===== config.mk =====
export PLATFORM = sky130hd
export DESIGN_NAME = interboard_tx_queue_flat
export DESIGN_NICKNAME = d
export VERILOG_FILES = /design/src/rtl/interboard_tx_queue_if.sv /design/src/rtl/interboard_tx_queue.sv /design/src/flat_wrapper.sv
export SDC_FILE = /design/constraint.sdc
export NUM_CORES = 1
export LEC_CHECK = 0
export CAP_MARGIN = 20
export CELL_PAD_IN_SITES_DETAIL_PLACEMENT = 2
export CELL_PAD_IN_SITES_GLOBAL_PLACEMENT = 2
export CORE_ASPECT_RATIO = 1.25
export CORE_MARGIN = 4
export CORE_UTILIZATION = 30
export CTS_CLUSTER_SIZE = 16
export DETAILED_ROUTE_END_ITERATION = 10
export PLACE_DENSITY_LB_ADDON = 0.1
export SLEW_MARGIN = 5
export SYNTH_ARGS = -nofsm -noshare
export SYNTH_HDL_FRONTEND = slang
export SYNTH_SLANG_ARGS = --single-unit

===== constraint.sdc =====
create_clock -name clk -period 2.9 [get_ports clk]
set_input_delay 0.435 -clock clk [delete_from_list [all_inputs] [get_ports clk]]
set_output_delay 0.435 -clock clk [all_outputs]
set_load 0.01 [all_outputs]

===== src/rtl/interboard_tx_queue_if.sv =====
// Game-control push fields, sender handshake and queue status for interboard_tx_queue.
// The queue side uses the slave modport; the driving side (game control/sender) uses master.
interface interboard_tx_queue_if #(
  parameter int DEPTH = 4
);
  localparam int CW = $clog2(DEPTH) + 1;

  logic          transmit;
  logic          ctrl_en;
  logic          ctrl_move_dir;
  logic [4:0]    ctrl_block_x;
  logic [2:0]    ctrl_block_y;
  logic [3:0]    ctrl_msg_type;
  logic [5:0]    ctrl_card;
  logic [2:0]    ctrl_sel_len;
  logic          send_busy;
  logic          out_en;
  logic          out_move_dir;
  logic [4:0]    out_block_x;
  logic [2:0]    out_block_y;
  logic [3:0]    out_msg_type;
  logic [5:0]    out_card;
  logic [2:0]    out_sel_len;
  logic [CW-1:0] queue_count;
  logic          queue_full;
  logic          queue_empty;
  logic          overflow;
  logic          start_timeout_err;

  modport master (
    output transmit, ctrl_en, ctrl_move_dir, ctrl_block_x, ctrl_block_y,
           ctrl_msg_type, ctrl_card, ctrl_sel_len, send_busy,
    input  out_en, out_move_dir, out_block_x, out_block_y, out_msg_type,
           out_card, out_sel_len, queue_count, queue_full, queue_empty,
           overflow, start_timeout_err
  );

  modport slave (
    input  transmit, ctrl_en, ctrl_move_dir, ctrl_block_x, ctrl_block_y,
           ctrl_msg_type, ctrl_card, ctrl_sel_len, send_busy,
    output out_en, out_move_dir, out_block_x, out_block_y, out_msg_type,
           out_card, out_sel_len, queue_count, queue_full, queue_empty,
           overflow, start_timeout_err
  );
endinterface


===== src/rtl/interboard_tx_queue.sv =====
// Buffers game-control messages and issues them one at a time to the interboard sender.
// Issue one edge after a push lands (registered out_en); pushes while full are dropped and flagged, no backpressure.
module interboard_tx_queue #(
  parameter int DEPTH         = 4,
  parameter int START_TIMEOUT = 64
) (
  input  logic                clk,
  input  logic                rst,
  input  logic                interboard_rst,
  interboard_tx_queue_if.slave bus
);
  localparam int AW = $clog2(DEPTH);
  localparam int CW = AW + 1;
  localparam int TW = $clog2(START_TIMEOUT);

  localparam logic [1:0] IDLE       = 2'd0;
  localparam logic [1:0] WAIT_START = 2'd1;
  localparam logic [1:0] WAIT_DONE  = 2'd2;

  logic [21:0]   mem [DEPTH];
  logic [AW-1:0] wptr;
  logic [AW-1:0] rptr;
  logic [CW-1:0] count;
  logic [1:0]    state;
  logic [TW-1:0] tmo_cnt;
  logic [21:0]   out_entry;
  logic          out_en;
  logic          overflow;
  logic          start_timeout_err;

  logic          srst;
  logic          full;
  logic          empty;
  logic          push;
  logic          pop;
  logic [21:0]   in_entry;

  assign srst     = rst | interboard_rst;
  assign full     = (count == CW'(DEPTH));
  assign empty    = (count == '0);
  assign in_entry = {bus.ctrl_move_dir, bus.ctrl_block_x, bus.ctrl_block_y,
                     bus.ctrl_msg_type, bus.ctrl_card, bus.ctrl_sel_len};

  // Full is taken from the registered count, so a same-cycle pop never makes room.
  assign push = bus.ctrl_en && !full;
  assign pop  = (state == IDLE) && !empty && bus.transmit && !bus.send_busy;

  always_ff @(posedge clk) begin
    if (!srst && push) begin
      mem[wptr] <= in_entry;
    end
  end

  always_ff @(posedge clk) begin
    if (srst) begin
      wptr              <= '0;
      rptr              <= '0;
      count             <= '0;
      state             <= IDLE;
      tmo_cnt           <= '0;
      out_entry         <= '0;
      out_en            <= 1'b0;
      overflow          <= 1'b0;
      start_timeout_err <= 1'b0;
    end else begin
      out_en <= 1'b0;

      if (push) begin
        wptr <= wptr + 1'b1;
      end
      if (bus.ctrl_en && full) begin
        overflow <= 1'b1;
      end

      if (push && !pop) begin
        count <= count + 1'b1;
      end else if (pop && !push) begin
        count <= count - 1'b1;
      end

      case (state)
        IDLE: begin
          if (pop) begin
            out_entry <= mem[rptr];
            out_en    <= 1'b1;
            rptr      <= rptr + 1'b1;
            tmo_cnt   <= '0;
            state     <= WAIT_START;
          end
        end
        WAIT_START: begin
          if (bus.send_busy) begin
            state <= WAIT_DONE;
          end else if (tmo_cnt == TW'(START_TIMEOUT - 1)) begin
            // The sender never picked the entry up; it is dropped rather than reissued.
            start_timeout_err <= 1'b1;
            state             <= IDLE;
          end else begin
            tmo_cnt <= tmo_cnt + 1'b1;
          end
        end
        WAIT_DONE: begin
          if (!bus.send_busy) begin
            state <= IDLE;
          end
        end
        default: state <= IDLE;
      endcase
    end
  end

  assign bus.out_en            = out_en;
  assign bus.out_move_dir      = out_entry[21];
  assign bus.out_block_x       = out_entry[20:16];
  assign bus.out_block_y       = out_entry[15:13];
  assign bus.out_msg_type      = out_entry[12:9];
  assign bus.out_card          = out_entry[8:3];
  assign bus.out_sel_len       = out_entry[2:0];
  assign bus.queue_count       = count;
  assign bus.queue_full        = full;
  assign bus.queue_empty       = empty;
  assign bus.overflow          = overflow;
  assign bus.start_timeout_err = start_timeout_err;
endmodule

===== src/flat_wrapper.sv =====
// flat-port wrapper written by rule: the top's interface ports become plain ports
module interboard_tx_queue_flat 
#(
  parameter int DEPTH         = 4,
  parameter int START_TIMEOUT = 64
)
  (clk, rst, interboard_rst, bus_transmit, bus_ctrl_en, bus_ctrl_move_dir, bus_ctrl_block_x, bus_ctrl_block_y, bus_ctrl_msg_type, bus_ctrl_card, bus_ctrl_sel_len, bus_send_busy, bus_out_en, bus_out_move_dir, bus_out_block_x, bus_out_block_y, bus_out_msg_type, bus_out_card, bus_out_sel_len, bus_queue_count, bus_queue_full, bus_queue_empty, bus_overflow, bus_start_timeout_err);
  interboard_tx_queue_if #(.DEPTH(DEPTH)) bus_i ();
  input  logic clk;
  input  logic rst;
  input  logic interboard_rst;
  input wire logic [$bits(bus_i.transmit)-1:0] bus_transmit;
  input wire logic [$bits(bus_i.ctrl_en)-1:0] bus_ctrl_en;
  input wire logic [$bits(bus_i.ctrl_move_dir)-1:0] bus_ctrl_move_dir;
  input wire logic [$bits(bus_i.ctrl_block_x)-1:0] bus_ctrl_block_x;
  input wire logic [$bits(bus_i.ctrl_block_y)-1:0] bus_ctrl_block_y;
  input wire logic [$bits(bus_i.ctrl_msg_type)-1:0] bus_ctrl_msg_type;
  input wire logic [$bits(bus_i.ctrl_card)-1:0] bus_ctrl_card;
  input wire logic [$bits(bus_i.ctrl_sel_len)-1:0] bus_ctrl_sel_len;
  input wire logic [$bits(bus_i.send_busy)-1:0] bus_send_busy;
  output wire logic [$bits(bus_i.out_en)-1:0] bus_out_en;
  output wire logic [$bits(bus_i.out_move_dir)-1:0] bus_out_move_dir;
  output wire logic [$bits(bus_i.out_block_x)-1:0] bus_out_block_x;
  output wire logic [$bits(bus_i.out_block_y)-1:0] bus_out_block_y;
  output wire logic [$bits(bus_i.out_msg_type)-1:0] bus_out_msg_type;
  output wire logic [$bits(bus_i.out_card)-1:0] bus_out_card;
  output wire logic [$bits(bus_i.out_sel_len)-1:0] bus_out_sel_len;
  output wire logic [$bits(bus_i.queue_count)-1:0] bus_queue_count;
  output wire logic [$bits(bus_i.queue_full)-1:0] bus_queue_full;
  output wire logic [$bits(bus_i.queue_empty)-1:0] bus_queue_empty;
  output wire logic [$bits(bus_i.overflow)-1:0] bus_overflow;
  output wire logic [$bits(bus_i.start_timeout_err)-1:0] bus_start_timeout_err;
  assign bus_i.transmit = bus_transmit;
  assign bus_i.ctrl_en = bus_ctrl_en;
  assign bus_i.ctrl_move_dir = bus_ctrl_move_dir;
  assign bus_i.ctrl_block_x = bus_ctrl_block_x;
  assign bus_i.ctrl_block_y = bus_ctrl_block_y;
  assign bus_i.ctrl_msg_type = bus_ctrl_msg_type;
  assign bus_i.ctrl_card = bus_ctrl_card;
  assign bus_i.ctrl_sel_len = bus_ctrl_sel_len;
  assign bus_i.send_busy = bus_send_busy;
  assign bus_out_en = bus_i.out_en;
  assign bus_out_move_dir = bus_i.out_move_dir;
  assign bus_out_block_x = bus_i.out_block_x;
  assign bus_out_block_y = bus_i.out_block_y;
  assign bus_out_msg_type = bus_i.out_msg_type;
  assign bus_out_card = bus_i.out_card;
  assign bus_out_sel_len = bus_i.out_sel_len;
  assign bus_queue_count = bus_i.queue_count;
  assign bus_queue_full = bus_i.queue_full;
  assign bus_queue_empty = bus_i.queue_empty;
  assign bus_overflow = bus_i.overflow;
  assign bus_start_timeout_err = bus_i.start_timeout_err;
  interboard_tx_queue #(.DEPTH(DEPTH), .START_TIMEOUT(START_TIMEOUT)) u_core (.clk(clk), .rst(rst), .interboard_rst(interboard_rst), .bus(bus_i));
endmodule

==> metrics.yaml, run 1 <==
outcome: "complete, no violations"
synth_cell_type_count: 36
ys_warn_count: 0
post_cts_buffers: 0
syn_area_um2: 4830
worst-setup-path-type: "reg -> out"
setup-tns-final_ps: 0
diodes: 0
synth_top_family_by_area: "multiplexers"
wirelength_um: 11200
tritoncts: "done"
synth_xor_area_share_pct: 0.906
r2r_start: "u_core.bus.queue_count[0]$_SDFFE_PP0P_"
startpoint_type: "flip-flop"
initial_utilization_pct: 30.8
grt_max_degree: 28
io_pins: 58
timing.hold.ws_ps: 454
hold_start: "u_core.out_entry[4]$_SDFFE_PP0P_"
final_cell_mix: "88 x edfxtp_1, 57 x clkdlybuf4s50_1, 49 x nand2_1"
cts.root.buffer_cell: "clkbuf_16"
die_h_um: 150
port_buffers: 57
track_usage_pct: 13.4
worst_pin_slew_ps: 688
finalWeightedCongestion: 0.686
min_to: "u_core.out_entry[4]$_SDFFE_PP0P_"
yosysTopAreaCellShare_pct: 54.7
arrival_ps: 1780
synthMuxAreaShare_pct: 10.9
worst_setup_path_end_kind: "output pin"
ys_seq_elements: 128
dp_hpwl_um: 7130
drv_cap: 0
core_area_um2: 15700
crit_fanout: 6
reg2reg_slack_ps: 700
die_w_um: 122
ctsResizeCount: 0
num-fill-cells: 1587
fin_crit_ps: 2220
required_ps: 2470
dieArea_um2: 18200
r2r-end: "u_core.bus.queue_count[2]$_SDFFE_PP0P_"
vias_per_cell: 4.69
fin_crit_sh_pct: 76.5
htree_levels: 4
postRouteAntennaNets: 0
clock-sinks: 128
clk_path_buf_depth: 2
fmax_mhz: 451
hold_viol: 0
synth_compound_area_share_pct: 4.35
slew_viol_final: 0
synth_ff_type: "edfxtp_1"
slowest_stage: "clkdlybuf4s50_1"
synth_top_area_cell: "edfxtp_1"
relSlewSlack_pct: 54.1
hold_class: "reg -> reg"
ys_seq_area_share_pct: 71.2
syn_to_final_growth_pct: 31.1
dr.pass1.iters: 4
synth_area_leaders: "edfxtp_1 55%, dfxtp_1 17%, mux4_2 10%, nand2_1 3.8%, a21oi_1 2.9%"
clock_skew_ps: 5.88
grt_remaining_overflow: 0
yosys.area_share.simple_pct: 8.95
r2r_cells: 9
grt_pass1_vias: 3221
critPathMaxStageDelay_ps: 610
drtIter0Drc: 121
hold_buffers: 0
ir_drop_mv: 0.295
drcViolationCount: 0
synth_fp_nets: 353
core.rowCount: 51
grt_pass1_wl_um: 17900
clock_latency_ps: 420
setup_violations: 0
antenna_found_initial: 0
cp_cell_sequence: "nor3b_1, clkdlybuf4s50_1"
path_clk_slew_ps: 60
synth_edf_count: 88
drive_gt1_share_pct: 17.2
leakage_nw: 2.03
syn_avg_cell_area_um2: 15.2
wl_per_cell_um: 18.3
numCtsBuffers: 17
syn_inst: 318
total_power_w: 0.00433
synth_fa_ha_area_share_pct: 1.97
synth-async-reset-ratio_pct: 0
p_per_area_nw_per_um2: 683
cp_num_buf_inv: 1
min_path_cells: 2
crit_family: "buffers and inverters"
dr_total_vias: 2879
nets: 424
rsz0062_at_grt: "no"
layout_commonest_cell: "edfxtp_1"
-- sequential cells by signal, indices dropped and copies added (netlist names) --
register,cells
u_core.rptr,2
u_core.out_entry,22
u_core.tmo_cnt,6
u_core.bus.out_en,1
u_core.state,2
u_core.bus.queue_count,3
u_core.bus.start_timeout_err,1
u_core.bus.overflow,1
u_core.wptr,2
u_core.mem,88
-- routing by layer --
layer  share of wire [%]  up-vias  GRT usage [%]  wire [µm]
li1                    -     1326              -          -
met1                  43     1488           15.8       4870
met2                  52       49           22.5       5780
met3                 3.6       16           4.54        404
met4                 1.3        0           4.88        148
met5                   0        -              0          0
-- kinds of logic (layout without fill, tap and decap cells) --
family | Yosys count | after routing
buffers and inverters | 21 | 105
AOI/OAI and AO/OA | 39 | 39
DFF | 128 | 128
xor gates and xnor gates | 5 | 5
muxes | 25 | 25
and+or+nand+nor | 93 | 93
adders and majority gates | 7 | 7
-- worst max-delay path by stage --
stage / startpoint / to / slack [ps] / depth (start not counted)
floorplan: u_core.bus.queue_count[0]$_SDFFE_PP0P_ / u_core.bus.queue_count[2]$_SDFFE_PP0P_ / 360 / 10
global placement: bus_send_busy / u_core.bus.queue_count[2]$_SDFFE_PP0P_ / 430 / 9
detailed placement: bus_send_busy / u_core.bus.queue_count[2]$_SDFFE_PP0P_ / 370 / 9
CTS: u_core.bus.queue_count[2]$_SDFFE_PP0P_ / bus_queue_full / 620 / 2
global route: u_core.bus.queue_count[2]$_SDFFE_PP0P_ / bus_queue_full / 520 / 2
finish: u_core.bus.queue_count[2]$_SDFFE_PP0P_ / bus_queue_full / 680 / 2
-- cell type report --
class	instances	area, µm²	area share [%]
clock buffers	18	429	6.77
clock inverters	14	166	2.63
inverters	4	15.0	0.237
multi-input cells	169	1310	20.6
flip-flops and latches	128	3440	54.3
well taps	212	265	4.18
repair buffers	69	711	11.2
-- Yosys cell counts, types with 4 or more instances --
cell,number
a21oi_1,28
and3_1,5
buf_2,4
clkbuf_1,13
dfxtp_1,40
edfxtp_1,88
ha_1,6
mux4_2,22
nand2_1,49
nand3_1,9
nor2_1,13
nor2b_1,4
-- worst min-delay path, delay by kind of cell (launching register included) --
family / cells / cell delay, ps
DFF: 1 / 310
and+or+nand+nor: 1 / 50
AOI/OAI and AO/OA: 1 / 50
-- metrics by stage --
step,setup slack (ps),cell area [µm²],util [%],std cells
floorplan,363,4830,-,318
global placement,435,5740,36.6,582
detailed placement,374,5740,36.6,582
CTS,619,6340,40.4,614
global route,520,6340,40.4,614
finish,682,6340,40.4,614
-- power breakdown --
group	internal [W]	switching, W	leakage [nW]
combinational	0.0000994	0.000100	0.631
clock	0.00135	0.000793	0.282
sequential	0.00198	0.0000164	1.12
No activity file was read; power rests on OpenSTA's default activity.
==> run 2: changes to the inputs <==
==> constraint.sdc (replaced) <==
create_clock -name clk -period 1.83 [get_ports clk]
set_input_delay 0.2745 -clock clk [delete_from_list [all_inputs] [get_ports clk]]
set_output_delay 0.2745 -clock clk [all_outputs]
set_load 0.01 [all_outputs]
==> metrics.yaml, run 2 (synthesized netlist as in run 1, its figures left out) <==
arrival_ps: 2340  # +560 ps
startpoint_type: "flip-flop"
dieArea_um2: 18200  # unchanged
core.rowCount: 51  # unchanged
min_to: "u_core.out_entry[18]$_SDFFE_PP0P_"
rsz0062_at_grt: "yes"
grt_pass1_wl_um: 18200  # +1.9%
outcome: "finished with violations"
gr-max-usage-layer: "met2"
htree_levels: 4  # unchanged
fin_crit_sh_pct: 109
initial_utilization_pct: 30.8  # unchanged
drcViolationCount: 0  # unchanged
clock_skew_ps: 7.38  # +1.49 ps
hold_buffers: 0  # unchanged
required_ps: 2170  # -300 ps
clk_path_buf_depth: 2  # unchanged
ir_drop_mv: 0.568  # +93%
fin_crit_ps: 2000
clock_latency_ps: 410  # about the same
r2r_cells: 9  # unchanged
num-fill-cells: 1577  # -0.63%
crit_fanout: 5  # -1
wl_per_cell_um: 18.0  # -1.3%
pre_cts_ws_ps: -461  # -834 ps
fin_ws_ps: -167  # -849 ps
numCtsBuffers: 17  # unchanged
hold_viol: 0  # unchanged
use_met2_pct: 23.3  # +0.77 points
drtIter0Drc: 84  # -31%
worst_setup_path_end_kind: "flip-flop"
io_pins: 58  # unchanged
core_area_um2: 15700  # unchanged
grtUsageMet1_pct: 16.2  # +0.42 points
setup_violations: 2  # +2
r2r-end: "u_core.bus.queue_count[2]$_SDFFE_PP0P_"
tritoncts: "done"
largest_reg_flops: 88  # unchanged
clock-sinks: 128  # unchanged
cp_num_buf_inv: 2  # +1
final_cell_mix: "88 x edfxtp_1, 56 x clkdlybuf4s50_1, 49 x nand2_1"
syn_to_final_growth_pct: 35.6
r2r_start: "u_core.bus.queue_count[2]$_SDFFE_PP0P_"
nets: 442  # +4.2%
die_h_um: 150  # unchanged
leakage_nw: 2.13  # +4.7%
dp_hpwl_um: 7280  # +2.1%
drive_gt1_share_pct: 22.2  # +5.0 points
path_common_cell: "inv_2"
slowest_stage: "dfxtp_4"
diodes: 0  # unchanged
top_register: "u_core.mem"
grt_max_degree: 28  # unchanged
drv_cap: 0  # unchanged
hold_start: "u_core.out_entry[18]$_SDFFE_PP0P_"
grt_pass1_vias: 3298  # +2.4%
port_buffers: 57  # unchanged
fmax_mhz: 501
top_regs: "u_core.mem (88), u_core.out_entry (22), u_core.tmo_cnt (6)"
p_per_area_nw_per_um2: 1020  # +49%
cp_cell_sequence: "o31ai_4, nor4_4, inv_2, ha_4, inv_2, fa_2, xor2_1, or3_1, a21oi_2"
total_power_w: 0.00669  # +54%
failed_checks: "setup timing"
wirelength_um: 11400  # +1.5%
critPathMaxStageDelay_ps: 360  # -250 ps
reg2reg_slack_ps: -170  # -870 ps
postRouteAntennaNets: 0  # unchanged
grt_remaining_overflow: 0  # unchanged
die_w_um: 122  # unchanged
worst-setup-path-type: "reg -> reg"
crit_family: "adder cells"
antenna_found_initial: 0  # unchanged
cts.root.buffer_cell: "clkbuf_16"
postLayoutCellArea_um2: 6560  # +3.4%
relSlewSlack_pct: 74.4  # +20 points
dr.pass1.iters: 4  # unchanged
path_clk_slew_ps: 50  # about the same
slew_viol_final: 0  # unchanged
vias_per_cell: 4.65  # -0.94%
layout_commonest_cell: "edfxtp_1"
dr_total_vias: 2931  # +1.8%
globalRouteMet3Util_pct: 2.91  # -1.6 points
worst_pin_slew_ps: 385  # -303 ps
timing.hold.ws_ps: 457  # +3.44 ps
min_path_cells: 2  # unchanged
hold_class: "reg -> reg"
finalWeightedCongestion: 0.718  # +4.6%
placed_area_um2: 5990  # +4.3%
final_util_pct: 41.8  # +1.4 points
track_usage_pct: 13.6  # +0.23 points
==> run 2: cell count changes in the layout (fill, tap and decap cells not counted), sizes merged <==
cell / previous run / this run
buf: 12 / 30
bufinv: 3 / 2
clkbuf: 18 / 24
clkdlybuf4s50: 57 / 56
clkinv: 6 / 5
clkinvlp: 4 / 0
dlygate4sd2: 0 / 1
inv: 5 / 4
==> run 2: report_power, final <==
group	switching [W]	leakage (nW)	internal, W	total (W)
Clock	0.00114	0.267	0.00202	0.00316
Combinational	0.000182	0.740	0.000195	0.000377
Sequential	0.0000210	1.12	0.00313	0.00315
==> run 2: worst max path at each step <==
stage | start | end | cells after the start
global placement | bus_ctrl_en | u_core.bus.queue_count[2]$_SDFFE_PP0P_ | 8
floorplan | u_core.bus.queue_count[2]$_SDFFE_PP0P_ | u_core.bus.queue_count[2]$_SDFFE_PP0P_ | 10
detailed placement | bus_ctrl_en | u_core.bus.queue_count[2]$_SDFFE_PP0P_ | 8
finish | u_core.bus.queue_count[2]$_SDFFE_PP0P_ | u_core.bus.queue_count[2]$_SDFFE_PP0P_ | 9
CTS | u_core.bus.queue_count[0]$_SDFFE_PP0P_ | u_core.bus.queue_count[2]$_SDFFE_PP0P_ | 9
global route | u_core.bus.queue_count[2]$_SDFFE_PP0P_ | u_core.bus.queue_count[2]$_SDFFE_PP0P_ | 9
==> run 2: layout make-up <==
class	instances	area, µm²	share of cell area, %
multi-input combinational	169	1350	20.6
clock buffer	24	462	7.04
sequential	128	3460	52.7
timing repair buffer	87	920	14.0
tap	212	265	4.05
inverter	4	15.0	0.229
clock inverter	7	86.3	1.32
==> run 2: tightest hold or removal path: stages, from the launching register on <==
cell and delay, ps:
dfxtp_1 300, nand2_1 50, a21oi_1 50
==> run 2: per-stage QoR <==
step | cells | TNS [ps]
after floorplan | 318 | -578
after global placement | 599 | -12640
after detailed placement | 599 | -15350
after CTS | 630 | -346
after global routing | 631 | -451
final | 631 | -292
==> run 2: metal layers <==
metal,wire (µm),vias to the layer above
met1,4920,1504
met5,0,-
met3,252,12
li1,-,1372
met4,179,0
met2,6010,43
==> run 2: repair_timing <==
action,in CTS,in global routing
gates resized for setup,3,1
endpoints found under the setup margin,3,3
setup buffers,0,1
pin swaps,1,1
==> run 3: changes to the inputs <==
--- a/config.mk
+++ b/config.mk
@@ -5,6 +5,7 @@
 export SDC_FILE = /design/constraint.sdc
 export NUM_CORES = 1
 export LEC_CHECK = 0
+export ABC_CLOCK_PERIOD_IN_PS = 1830
 export CAP_MARGIN = 20
 export CELL_PAD_IN_SITES_DETAIL_PLACEMENT = 2
 export CELL_PAD_IN_SITES_GLOBAL_PLACEMENT = 2
==> results of run 3 <==
Final layout, timing and power as in run 2 (identical DEF).
